===== src/rtl/sram_serial_loader_if.sv =====
// Host-side command/response bus of the serial SRAM loader.
// Groups the parallel command channel (valid/ready, write flag, SRAM
// select, address, write word) and the read response channel
// (valid/ready, read word).
//   master : host that issues commands and consumes responses
//   slave  : sram_serial_loader
interface sram_serial_loader_if #(
    parameter int DATA_WIDTH = 32,
    parameter int ADDR_WIDTH = 13
);
    logic                  cmd_valid;
    logic                  cmd_ready;
    logic                  cmd_write;
    logic                  cmd_mux;
    logic [ADDR_WIDTH-1:0] cmd_addr;
    logic [DATA_WIDTH-1:0] cmd_wdata;
    logic                  rsp_valid;
    logic                  rsp_ready;
    logic [DATA_WIDTH-1:0] rsp_data;

    modport master (
        output cmd_valid, cmd_write, cmd_mux, cmd_addr, cmd_wdata, rsp_ready,
        input  cmd_ready, rsp_valid, rsp_data
    );

    modport slave (
        input  cmd_valid, cmd_write, cmd_mux, cmd_addr, cmd_wdata, rsp_ready,
        output cmd_ready, rsp_valid, rsp_data
    );
endinterface


===== src/rtl/sram_serial_loader.sv =====
// Serial SRAM loader: owns the BNN top's serial SRAM pins on behalf of the
// host. Parallel write words are shifted out MSB-first on SRAMDIN followed
// by a one-cycle write strobe; reads issue a read strobe, wait RD_WAIT
// cycles and shift SRAMDOUT in MSB-first before presenting a response.
// SRAMSEL is released whenever the loader is idle.
// Ports:
//   CLK, RST       clock, asynchronous active-low reset
//   host           command/response bus (sram_serial_loader_if.slave)
//   busy           loader not idle
//   SRAMSEL        host owns the SRAMs
//   SRAMA/SRAMMUX  address and SRAM select, latched at command accept
//   SRAMCEN/WEN    active-low chip/write enable strobes
//   SRAMDIN        serial write bit
//   SRAMDOUT       serial read bit
//   wr_err         sticky readback mismatch (only with readback enabled)
// Build option: define SRAM_LOADER_READBACK_EN to read back and verify
// every written word.
module sram_serial_loader #(
    parameter int DATA_WIDTH = 32,
    parameter int INST_WIDTH = 16,
    parameter int ADDR_WIDTH = 13,
    parameter int RD_WAIT    = 1
) (
    input  logic                  CLK,
    input  logic                  RST,
    sram_serial_loader_if.slave   host,
    output logic                  busy,
    output logic                  SRAMSEL,
    output logic [ADDR_WIDTH-1:0] SRAMA,
    output logic                  SRAMMUX,
    output logic                  SRAMCEN,
    output logic                  SRAMWEN,
    output logic                  SRAMDIN,
    input  logic                  SRAMDOUT
`ifdef SRAM_LOADER_READBACK_EN
    ,
    output logic                  wr_err
`endif
);

    localparam int CW = $clog2(DATA_WIDTH);
    localparam logic [CW-1:0] DATA_LAST = CW'(DATA_WIDTH - 1);
    localparam logic [CW-1:0] INST_LAST = CW'(INST_WIDTH - 1);
    localparam logic [CW-1:0] WAIT_LAST = CW'((RD_WAIT > 0) ? (RD_WAIT - 1) : 0);
    localparam bit            HAS_WAIT  = (RD_WAIT > 0);
    localparam logic [DATA_WIDTH-1:0] INST_MASK =
        {{(DATA_WIDTH - INST_WIDTH){1'b0}}, {INST_WIDTH{1'b1}}};
`ifdef SRAM_LOADER_READBACK_EN
    localparam bit READBACK = 1'b1;
`else
    localparam bit READBACK = 1'b0;
`endif

    typedef enum logic [2:0] {
        IDLE, SHIFT_W, WSTROBE, RSTROBE, RWAIT, SHIFT_R, RESP, VERIFY
    } state_t;

    state_t                state_r, state_s;
    logic [CW-1:0]         count_r, count_s;
    logic                  wide_r;       // latched W: 1 = DATA_WIDTH
    logic                  verify_r;     // current read is a write readback
    logic [DATA_WIDTH-1:0] word_r;       // written word, masked to W bits
    logic [DATA_WIDTH-1:0] shreg_r;      // read deserialiser
    logic [DATA_WIDTH-1:0] cmd_word_s;
    logic [CW-1:0]         last_s;
    logic                  accept_s;
    logic                  din_s;

    assign accept_s   = host.cmd_valid && host.cmd_ready;
    assign cmd_word_s = host.cmd_mux ? host.cmd_wdata : (host.cmd_wdata & INST_MASK);
    assign last_s     = wide_r ? DATA_LAST : INST_LAST;

    // Next-state, bit counter and next serial write bit.
    always_comb begin
        state_s = state_r;
        count_s = count_r;
        din_s   = 1'b0;
        case (state_r)
            IDLE: begin
                if (accept_s && host.cmd_write) begin
                    state_s = SHIFT_W;
                    count_s = host.cmd_mux ? DATA_LAST : INST_LAST;
                end else if (accept_s) begin
                    state_s = RSTROBE;
                end else begin
                    state_s = IDLE;
                end
            end
            SHIFT_W: begin
                if (count_r == '0) begin
                    state_s = WSTROBE;
                end else begin
                    count_s = count_r - CW'(1);
                end
            end
            WSTROBE: begin
                state_s = READBACK ? RSTROBE : IDLE;
            end
            RSTROBE: begin
                if (HAS_WAIT) begin
                    state_s = RWAIT;
                    count_s = WAIT_LAST;
                end else begin
                    state_s = SHIFT_R;
                    count_s = last_s;
                end
            end
            RWAIT: begin
                if (count_r == '0) begin
                    state_s = SHIFT_R;
                    count_s = last_s;
                end else begin
                    count_s = count_r - CW'(1);
                end
            end
            SHIFT_R: begin
                if (count_r == '0) begin
                    state_s = verify_r ? VERIFY : RESP;
                end else begin
                    count_s = count_r - CW'(1);
                end
            end
            RESP: begin
                if (host.rsp_valid && host.rsp_ready) begin
                    state_s = IDLE;
                end else begin
                    state_s = RESP;
                end
            end
            VERIFY: begin
                state_s = IDLE;
            end
            default: begin
                state_s = IDLE;
                count_s = '0;
            end
        endcase
        // On the accept edge the word is not yet latched, so take it from the bus.
        if (state_s == SHIFT_W && state_r == IDLE) begin
            din_s = cmd_word_s[count_s];
        end else if (state_s == SHIFT_W) begin
            din_s = word_r[count_s];
        end else begin
            din_s = 1'b0;
        end
    end

    // State, datapath and registered outputs.
    always_ff @(posedge CLK or negedge RST) begin
        if (!RST) begin
            state_r        <= IDLE;
            count_r        <= '0;
            wide_r         <= 1'b0;
            verify_r       <= 1'b0;
            word_r         <= '0;
            shreg_r        <= '0;
            host.cmd_ready <= 1'b0;
            host.rsp_valid <= 1'b0;
            host.rsp_data  <= '0;
            busy           <= 1'b0;
            SRAMSEL        <= 1'b0;
            SRAMA          <= '0;
            SRAMMUX        <= 1'b0;
            SRAMCEN        <= 1'b1;
            SRAMWEN        <= 1'b1;
            SRAMDIN        <= 1'b0;
`ifdef SRAM_LOADER_READBACK_EN
            wr_err         <= 1'b0;
`endif
        end else begin
            state_r        <= state_s;
            count_r        <= count_s;
            host.cmd_ready <= (state_s == IDLE);
            busy           <= (state_s != IDLE);
            SRAMSEL        <= (state_s != IDLE);
            SRAMCEN        <= !((state_s == WSTROBE) || (state_s == RSTROBE));
            SRAMWEN        <= !(state_s == WSTROBE);
            SRAMDIN        <= din_s;
            if (accept_s) begin
                SRAMA    <= host.cmd_addr;
                SRAMMUX  <= host.cmd_mux;
                wide_r   <= host.cmd_mux;
                verify_r <= READBACK && host.cmd_write;
                word_r   <= cmd_word_s;
            end else begin
                verify_r <= verify_r;
            end
            // Cleared on strobe so short (instruction) reads leave the upper bits zero.
            if (state_s == RSTROBE) begin
                shreg_r <= '0;
            end else if (state_r == SHIFT_R) begin
                shreg_r <= {shreg_r[DATA_WIDTH-2:0], SRAMDOUT};
            end else begin
                shreg_r <= shreg_r;
            end
            // rsp_valid rises one cycle into RESP; ready is only honoured once it is up.
            if (state_r == RESP && !host.rsp_valid) begin
                host.rsp_valid <= 1'b1;
                host.rsp_data  <= shreg_r;
            end else if (host.rsp_valid && host.rsp_ready) begin
                host.rsp_valid <= 1'b0;
            end else begin
                host.rsp_valid <= host.rsp_valid;
            end
`ifdef SRAM_LOADER_READBACK_EN
            if (state_r == VERIFY && shreg_r != word_r) begin
                wr_err <= 1'b1;
            end else if (accept_s && !host.cmd_write && (&host.cmd_addr)) begin
                wr_err <= 1'b0;
            end else begin
                wr_err <= wr_err;
            end
`endif
        end
    end

endmodule

===== src/flat_wrapper.sv =====
// flat-port wrapper written by rule: the top's interface ports become plain ports
module sram_serial_loader_flat 
#(
    parameter int DATA_WIDTH = 32,
    parameter int INST_WIDTH = 16,
    parameter int ADDR_WIDTH = 13,
    parameter int RD_WAIT    = 1
)
  (CLK, RST, busy, SRAMSEL, SRAMA, SRAMMUX, SRAMCEN, SRAMWEN, SRAMDIN, SRAMDOUT, host_cmd_valid, host_cmd_write, host_cmd_mux, host_cmd_addr, host_cmd_wdata, host_rsp_ready, host_cmd_ready, host_rsp_valid, host_rsp_data);
  sram_serial_loader_if #(.DATA_WIDTH(DATA_WIDTH), .ADDR_WIDTH(ADDR_WIDTH)) host_i ();
  input  logic CLK;
  input  logic RST;
  output logic busy;
  output logic SRAMSEL;
  output logic [ADDR_WIDTH-1:0] SRAMA;
  output logic SRAMMUX;
  output logic SRAMCEN;
  output logic SRAMWEN;
  output logic SRAMDIN;
  input  logic SRAMDOUT;
  input wire logic [$bits(host_i.cmd_valid)-1:0] host_cmd_valid;
  input wire logic [$bits(host_i.cmd_write)-1:0] host_cmd_write;
  input wire logic [$bits(host_i.cmd_mux)-1:0] host_cmd_mux;
  input wire logic [$bits(host_i.cmd_addr)-1:0] host_cmd_addr;
  input wire logic [$bits(host_i.cmd_wdata)-1:0] host_cmd_wdata;
  input wire logic [$bits(host_i.rsp_ready)-1:0] host_rsp_ready;
  output wire logic [$bits(host_i.cmd_ready)-1:0] host_cmd_ready;
  output wire logic [$bits(host_i.rsp_valid)-1:0] host_rsp_valid;
  output wire logic [$bits(host_i.rsp_data)-1:0] host_rsp_data;
  assign host_i.cmd_valid = host_cmd_valid;
  assign host_i.cmd_write = host_cmd_write;
  assign host_i.cmd_mux = host_cmd_mux;
  assign host_i.cmd_addr = host_cmd_addr;
  assign host_i.cmd_wdata = host_cmd_wdata;
  assign host_i.rsp_ready = host_rsp_ready;
  assign host_cmd_ready = host_i.cmd_ready;
  assign host_rsp_valid = host_i.rsp_valid;
  assign host_rsp_data = host_i.rsp_data;
  sram_serial_loader #(.DATA_WIDTH(DATA_WIDTH), .INST_WIDTH(INST_WIDTH), .ADDR_WIDTH(ADDR_WIDTH), .RD_WAIT(RD_WAIT)) u_core (.CLK(CLK), .RST(RST), .host(host_i), .busy(busy), .SRAMSEL(SRAMSEL), .SRAMA(SRAMA), .SRAMMUX(SRAMMUX), .SRAMCEN(SRAMCEN), .SRAMWEN(SRAMWEN), .SRAMDIN(SRAMDIN), .SRAMDOUT(SRAMDOUT));
endmodule

===== config.mk =====
export PLATFORM = sky130hd
export DESIGN_NAME = sram_serial_loader_flat
export DESIGN_NICKNAME = d
export VERILOG_FILES = /design/src/rtl/sram_serial_loader_if.sv /design/src/rtl/sram_serial_loader.sv /design/src/flat_wrapper.sv
export SDC_FILE = /design/constraint.sdc
export NUM_CORES = 1
export LEC_CHECK = 0
export CORE_UTILIZATION = 55
export CTS_CLUSTER_SIZE = 8
export DETAILED_ROUTE_END_ITERATION = 8
export PLACE_DENSITY = 0.83
export SLEW_MARGIN = 20
export SYNTH_ARGS = -nofsm -noshare
export SYNTH_HDL_FRONTEND = slang
export SYNTH_SLANG_ARGS = --single-unit

===== constraint.sdc =====
create_clock -name CLK -period 8 [get_ports CLK]
set_input_delay 0.8 -clock CLK [delete_from_list [all_inputs] [get_ports CLK]]
set_output_delay 0.8 -clock CLK [all_outputs]
set_load 0.005 [all_outputs]

==> flow_summary.toml <==
[setup_path]
crit_type = "flop to flop"
critical_path.endpoint_type = "flop"
r2r_cells = 13
cp.arrival_ps = 4640
slowest_stage = "a21o_1"
critPathBufInv = 2
crit_family = "compound AO/OA/AOI/OAI gates"
cpMostUsedCell = "ha_1"
crit_required_ps = 8410
worst-path-max-fanout = 26
cp_slowest_stage_delay_ps = 700
crit_chain = "inv_1 -> ha_1 -> or4b_1 -> ha_1 -> mux2i_1 -> a32o_1 -> a21o_1 -> inv_2 -> a21oi_1 -> a32oi_1 -> a311oi_2 -> o211ai_1 -> and4_1"
r2r_start = "u_core.count_r[1]"
reg2reg_to = "u_core.SRAMDIN"
start_kind = "flop"
r2r_slack_ps = 3760

[drt]
avgRoutedWirePerCell_um = 16.54
vias_per_cell = 5.639
drc_errors = 0
via_count = 4331
drtIter0Drc = 222
wirelength_mm = 12.70
antenna_left = 0
dr.pass1.iters = 5

[synthesis]
syn_area_um2 = 5642
yosys.area.top_type = "dfrtp_1"
synth.ff_latch_count = 124
async_flop_share_pct = 100.0
synth_enable_flop_cells = 0
synthTopCellsByArea = "dfrtp_1 (54%), mux2_2 (12%), nand2_1 (9.2%)"
yosysWarnings = 0
seq_area_frac_synth_pct = 55.05
synthesis.nets = 589
avgSynthCellArea_um2 = 10.55
synth_top_area_share_pct = 54.11
syn_inst = 535
ys_top_cells_by_count = "nand2_1 (138), dfrtp_1 (122), mux2_2 (62)"
post-synth-top-count-cell = "nand2_1"
synth_cell_types = 57
synth_top_flop_cell = "dfrtp_1"

[clock_network]
post_cts_resized = 0
cts_root_buf = "clkbuf_8"
cts_inserted_buffers = 17
hold_buffers = 0
cts_setup_buffers = 0
clockBufferDepth = 2
h-tree-depth = 4
clkLatencyLatePin_ps = 520
clock_sinks = 124
cts_tree = "built"
clk_pin_slew_ps = 60

[timing]
maxSlewHeadroom_pct = 41.52
finClkSkew_ps = 5.156
maxSlewViolCount = 0
rsz0062_at_grt = "no"
hold_viol = 0
worst_pin_slew_ps = 877.2
final.period_utilization_pct = 52.97
max_freq_mhz = 236.0
fin_crit_ps = 4237
fin_tns_setup_ps = 0
setup_violations = 0

[die]
boundaryPins = 105
die_area_um2 = 10670
fp.dieH_um = 103.3
start_util_pct = 57.19
core-area_um2 = 9864
rows = 36
die_w_um = 103.3

[run]
max_cap_viol_count = 0

[grt]
antenna_found_initial = 0
grt_usage_pct = 26.19
grt_pass1_vias = 4309
grt_first_pass_wirelength_mm = 20.77
grt_max_degree = 66
grt_overflow = 0

[place]
io_buffers = 104
hpwl_mm = 8.300
routabilityCongestion = 0.9783

[outcome]
outcome = "finished clean"

[final_layout]
layout.area.seq_um2 = 3105
multiInputGateArea_um2 = 2349
area_growth_pct = 29.41
antenna_cells = 0
layout.nets = 678
drive_gt1_share_pct = 18.43
n_fill_cell = 673

[pwr]
p_leak_nw = 3.111
switching_share_pct = 35.29
ir_drop_uv = 230.4
seq_power_share_pct = 35.0
p_int_mw = 2.065
power.switching_mw = 1.126
combPwrFrac_pct = 41.4
power_per_cell_area_nw_per_um2 = 437.1
p_clk_share_pct = 23.6
total_power_mw = 3.191

[min_path]
min_path_type = "input port to asynchronous set/reset pin"
-- power by group through the flow --
stage,logic [mW],registers (mW),clock network [mW]
after floorplan,0.906,1.06,0
after global placement,1.26,1.10,0
after detailed placement,1.31,1.12,0
after CTS,1.33,1.11,0.769
after global routing,1.46,1.15,0.795
final,1.32,1.12,0.753
-- logic make-up (layout without fill, tap and decap cells) --
logic type	after synthesis	count (layout)	share of synthesized area, %
buffers and inverters	45	145	3.704
AO/OA/AOI/OAI	111	111	12.02
AND/OR/NAND/NOR	183	183	14.77
flip-flops	124	124	55.05
adder cells (fa/ha/maj)	2	2	0.4435
multiplexers	70	70	14.02
-- layer usage --
layer	vias up	track usage [%]	wire (um)
li1	2038	-	-
met1	2110	33.87	5329
met2	157	41.95	6349
met3	26	7.796	758
met4	0	9.967	266
met5	-	0	0
-- metrics by stage --
step / area [um^2] / utilization (%) / hold WS, ps / worst slack [ps] / instances
final: 7301 / 74.01 / 354.4 / 3763 / 768
after global routing: 7301 / 74.01 / 397.8 / 3443 / 768
after CTS: 7292 / 73.92 / 358.6 / 3823 / 768
after global placement: 6705 / 67.97 / 468.4 / 4053 / 738
after floorplan: 5642 / - / 449.7 / 4839 / 535
after detailed placement: 6705 / 67.97 / 481.4 / 3839 / 738
-- sequential cells by signal, summed over array words and instances, names as in the netlist, 3 cells and up --
register / flops
u_core.SRAMA: 13
u_core.state_r: 3
u_core.host.rsp_data: 32
u_core.word_r: 32
u_core.count_r: 5
u_core.shreg_r: 32
-- cell usage in the layout (no fill, tap or decap), types with 3 or more instances in the layout --
| master | netlist | layout |
|---|---|---|
| buf_4 | 2 | 4 |
| a21oi_1 | 58 | 58 |
| a221oi_1 | 4 | 4 |
| nand2b_1 | 5 | 5 |
| clkdlybuf4s50_1 | 0 | 103 |
| mux2_2 | 62 | 62 |
| nor2b_1 | 3 | 3 |
| nor3_1 | 5 | 4 |
| clkbuf_8 | 0 | 3 |
| mux2i_1 | 7 | 7 |
| o21ai_0 | 22 | 22 |
| a32oi_1 | 4 | 4 |
| clkbuf_16 | 0 | 16 |
| nand3_1 | 6 | 6 |
| inv_1 | 5 | 5 |
| clkinv_2 | 0 | 3 |
| dfrtp_1 | 122 | 122 |
| a31oi_1 | 3 | 3 |
| a22oi_1 | 3 | 3 |
| nor3b_2 | 2 | 3 |
| nor2_1 | 7 | 7 |
| nand2_1 | 138 | 136 |
| clkinvlp_4 | 0 | 3 |
| bufinv_16 | 0 | 3 |
-- final cells by class --
class | instances | share of cell area (%)
multi-input combinational | 366 | 32.17
clock inverter | 11 | 1.988
clock buffer | 19 | 6.050
sequential | 124 | 42.54
tap | 133 | 2.279
inverter | 8 | 0.4456
timing repair buffer | 107 | 14.53
-- how the worst max path moves through the flow --
stage	startpoint	end	slack, ps	depth (start not counted)
floorplan	u_core.count_r[1]	u_core.SRAMDIN	4840	16
CTS	u_core.count_r[1]	u_core.SRAMDIN	3820	13
detailed placement	u_core.count_r[1]	u_core.SRAMDIN	3840	13
global route	u_core.count_r[1]	u_core.SRAMDIN	3440	13
finish	u_core.count_r[1]	u_core.SRAMDIN	3760	13
global placement	u_core.count_r[1]	u_core.SRAMDIN	4050	13
-- worst register-to-register path, delay by kind of cell (launching register included) --
kind                       cells  cell delay, ps
muxes                          1             130
and+or+nand+nor                2             850
adders and majority gates      2             590
buffers and inverters          2             530
DFF                            1             400
AOI/OAI and AO/OA              6            1620
No activity file was read; power rests on OpenSTA's default activity.
